### src/rtl/cwt_cmul_seq.sv
// Sequential Q-format complex multiplier x = a * b for one CWT bin, sharing one 32x32 multiplier
// across four partial products; one result every 5 cycles.
module cwt_cmul_seq #(
  parameter int unsigned FRAC_BITS = 16
) (
  input  logic        clk,
  input  logic        rstn,
  input  logic [31:0] a_re_i,
  input  logic [31:0] a_im_i,
  input  logic [31:0] b_re_i,
  input  logic [31:0] b_im_i,
  input  logic        start_i,
  output logic [31:0] x_re_o,
  output logic [31:0] x_im_o,
  output logic        start_o,
  output logic        busy_o,
  output logic        overrun_o
);

  typedef enum logic [2:0] {StIdle, StPRr, StPIi, StPRi, StPIr} state_e;

  state_e             state_q;
  logic signed [31:0] a_re_q, a_im_q, b_re_q, b_im_q;
  logic signed [63:0] acc_q;
  logic signed [64:0] re_acc_q;

  logic signed [31:0] mul_a, mul_b;
  logic signed [63:0] prod;
  logic signed [64:0] acc_ext, prod_ext, re_diff, im_sum;

  // Arithmetic shift (floor) then clamp to the signed 32-bit range.
  function automatic logic [31:0] sat32(input logic signed [64:0] v);
    logic signed [64:0] s;
    s = v >>> FRAC_BITS;
    if (!s[64] && (|s[63:31])) begin
      return 32'h7FFF_FFFF;
    end else if (s[64] && !(&s[63:31])) begin
      return 32'h8000_0000;
    end else begin
      return s[31:0];
    end
  endfunction

  // Operand select for the shared multiplier, by partial-product phase.
  always_comb begin
    mul_a = a_re_q;
    mul_b = b_re_q;
    unique case (state_q)
      StPRr:   begin mul_a = a_re_q; mul_b = b_re_q; end
      StPIi:   begin mul_a = a_im_q; mul_b = b_im_q; end
      StPRi:   begin mul_a = a_re_q; mul_b = b_im_q; end
      StPIr:   begin mul_a = a_im_q; mul_b = b_re_q; end
      default: begin mul_a = a_re_q; mul_b = b_re_q; end
    endcase
    prod     = 64'(mul_a) * 64'(mul_b);
    acc_ext  = {acc_q[63], acc_q};
    prod_ext = {prod[63], prod};
    re_diff  = acc_ext - prod_ext;
    im_sum   = acc_ext + prod_ext;
  end

  always_ff @(posedge clk or negedge rstn) begin
    if (!rstn) begin
      state_q   <= StIdle;
      a_re_q    <= '0;
      a_im_q    <= '0;
      b_re_q    <= '0;
      b_im_q    <= '0;
      acc_q     <= '0;
      re_acc_q  <= '0;
      x_re_o    <= '0;
      x_im_o    <= '0;
      start_o   <= 1'b0;
      busy_o    <= 1'b0;
      overrun_o <= 1'b0;
    end else begin
      start_o <= 1'b0;
      unique case (state_q)
        StIdle: begin
          if (start_i) begin
            a_re_q  <= a_re_i;
            a_im_q  <= a_im_i;
            b_re_q  <= b_re_i;
            b_im_q  <= b_im_i;
            busy_o  <= 1'b1;
            state_q <= StPRr;
          end
        end
        StPRr: begin
          acc_q   <= prod;
          state_q <= StPIi;
        end
        StPIi: begin
          re_acc_q <= re_diff;
          state_q  <= StPRi;
        end
        StPRi: begin
          acc_q   <= prod;
          state_q <= StPIr;
        end
        StPIr: begin
          x_re_o  <= sat32(re_acc_q);
          x_im_o  <= sat32(im_sum);
          start_o <= 1'b1;
          busy_o  <= 1'b0;
          state_q <= StIdle;
        end
        default: state_q <= StIdle;
      endcase
      if (start_i && (state_q != StIdle)) begin
        overrun_o <= 1'b1;
      end
    end
  end

endmodule

### config.mk
export PLATFORM = sky130hd
export DESIGN_NAME = cwt_cmul_seq
export DESIGN_NICKNAME = d
export VERILOG_FILES = /design/src/rtl/cwt_cmul_seq.sv
export SDC_FILE = /design/constraint.sdc
export NUM_CORES = 2
export LEC_CHECK = 0
export CORE_MARGIN = 4
export CORE_UTILIZATION = 55
export DETAILED_ROUTE_END_ITERATION = 6
export HOLD_SLACK_MARGIN = 0.05
export PLACE_DENSITY = 0.71
export SLEW_MARGIN = 15
export SYNTH_ARGS = -nofsm -noshare
export SYNTH_HDL_FRONTEND = slang
export SYNTH_SLANG_ARGS = --single-unit
export TNS_END_PERCENT = 1
### constraint.sdc
create_clock -name clk -period 18.3 [get_ports clk]
set_input_delay 3.66 -clock clk [delete_from_list [all_inputs] [get_ports clk]]
set_output_delay 3.66 -clock clk [all_outputs]
set_load 0.02 [all_outputs]
==> metrics.cfg <==
[outcome]
violations = DRC
status = finished, violations left

[grt]
grt_max_degree = 105
grt-ovfl-total = 0
first_global_vias = 44988
grt_pass1_wl_um = 263100
grt.total_usage = 0.3354
antenna_found_initial = 9

[timing]
skew_ns = 0.02298
finalCritPeriodShare = 0.8329
fin_ws_ns = 3.058
tightestPinTransition_ns = 1.260
rsz0062_at_grt = false
finalSetupTns_ns = 0
final-max-slew-violation-count = 0
setup_viol = 0
finalWorstPathRequiredPeriod_ns = 15.24
maxSlewHeadroom = 0.1436
max_freq_mhz = 65.61
finalHoldViolCount = 0

[place]
portBuffers = 197
placed_area_mm2 = 0.05751
detailedPlace.worstSlack_ns = 3.280
place.gp.congestion = 0.9885
dp_hpwl_um = 134400

[detailed_routing]
drtAntennaViolNets = 0
initialDrtViolationCount = 3300
drc_errors = 1
drt_wl_total_um = 169900
routedWlPerCell_um = 23.41
via_per_inst = 5.842
drtPass1Iterations = 7
dr_total_vias = 42410

[logic_synthesis]
synthTopCellsByArea = fa_1, dfrtp_1, inv_1
synth_flop_cell = dfrtp_1
yosys.area.top_type_share = 0.3994
syn_avg_cell_area_um2 = 9.180
synth_edf_count = 0
ys_types = 93
yosysWarningCount = 0
yosys.area.top_type = fa_1
synth_area_mm2 = 0.05423
synth-seq-cells = 311
synthCells = 5907
synth-seq-area-share = 0.1435
syn_nets = 7439
async_flop_share = 1.000

[run]
cap_viol_max_count = 0

[clock_network]
cts-buffers-inserted = 40
cts_hold_buf = 0
numClockSinks = 311
cts.clk_slew.worst_paths_ns = 0.06
clock_latency_ns = 0.63
cts_setup_buffers = 0
clock-root-buffer = clkbuf_16
cts_htree_levels = 2
cts_resized = 0
clockBufferDepth = 3
cts_tree = built

[layout]
design_area_mm2 = 0.05893
mostFrequentLayoutCell = fa_1
fin_nets = 7481
area_delta_synth_final_pct = 8.678
fillers = 8280
fin_util = 0.6058
drive_above_1_share = 0.06860
final_cell_mix = fa_1, inv_1, nand2_1

[critical_path]
worstPathRequired_ns = 18.84
crit_family = adder cells
cp.arrival_ns = 15.79
crit_path_start_kind = register
cp_max_fo = 50
critical-path-max-stage-delay_ns = 0.97
crit_path_frequent_cell = fa_1
end_kind = register
crit_type = reg -> reg
ff2ff_setup_slack_ns = 3.06
crit_buf_inv = 6
cp_slowest_cell = mux2i_2

[floorplanning]
die_h_um = 322.0
core_mm2 = 0.09728
rows = 114
die_w_um = 322.0
ioPinCount = 198
start_util = 0.5574
die-area_mm2 = 0.1037

[hold_path]
hp-class = reg -> reg

-- path summary, 6_finish.rpt --
check | start | endpoint | cells after the start
max | state_q[0] | x_im_o[16] | 43
min | overrun_o | overrun_o | 1
max reg2reg | state_q[0] | x_im_o[16] | 43
min reg2reg | overrun_o | overrun_o | 1
max in group asynchronous | rstn | a_im_q[19] | 4
min in group asynchronous | rstn | re_acc_q[57] | 1
-- cell type report --
class / instances / area [um^2] / area share
clock inverter: 22 / 311.5 / 0.005287
antenna: 7 / 17.52 / 0.0002972
timing repair buffer: 275 / 2570 / 0.04361
clock buffer: 48 / 1071 / 0.01817
tap: 1276 / 1597 / 0.02709
inverter: 1072 / 4026 / 0.06832
multi-input combinational: 4249 / 41560 / 0.7052
sequential: 311 / 7782 / 0.1321
-- sequential cells by signal (all words and copies together), names as in the netlist --
signal     flops
x_re_o        32
overrun_o      1
a_re_q        32
re_acc_q      49
a_im_q        32
b_re_q        32
b_im_q        32
state_q        3
start_o        1
x_im_o        32
acc_q         64
busy_o         1
-- cell usage after synthesis, drive strengths merged, types with 4 or more instances --
library cell	number
inv	1072
a2111oi	4
o31ai	17
or2	6
nor3	31
o21bai	36
xnor2	116
a41oi	4
clkbuf	242
and3	10
nor2b	22
or3	12
a21boi	5
a31o	6
xor2	48
nand2	767
a211o	6
mux2i	59
nand3	26
fa	1082
mux2	189
ha	319
a21oi	215
o22a	4
a31oi	18
dfrtp	311
o21ai	261
nand2b	19
a221oi	6
nor4b	4
o221ai	4
nand4	49
or4	5
o211ai	11
nor4	16
and2	16
buf	33
and4	6
a211oi	8
nor2	696
a21o	78
o21a	25
-- layer usage --
metal  part of all wire  wire length (um)  global-route usage  vias up
met1               0.38             63920              0.4302    21564
li1                   -                 -                   -    18266
met4              0.056              9474              0.1611        2
met3              0.098             16600             0.07446      500
met5           0.000041                 7                   0        -
met2               0.47             79920              0.5444     2078
-- stage by stage --
step                      hold slack [ns]  std cells
after floorplan                    0.4505       5907
after global placement             0.4526       7182
after detailed placement           0.4619       7182
after CTS                          0.4770       7252
after global routing               0.4841       7259
final                              0.4761       7260
-- cell families after synthesis --
family	Yosys count	share of synthesized area
buffers and inverters	1347	0.09419
AND/OR/NAND/NOR	1692	0.1282
AO/OA/AOI/OAI	744	0.08415
adder cells (fa/ha/maj)	1401	0.4731
flip-flops	311	0.1435
multiplexers	248	0.05014
XOR/XNOR	164	0.02677
Power is not shown: default switching activity piles up to over one toggle a cycle in this logic, so the estimate is an artifact.
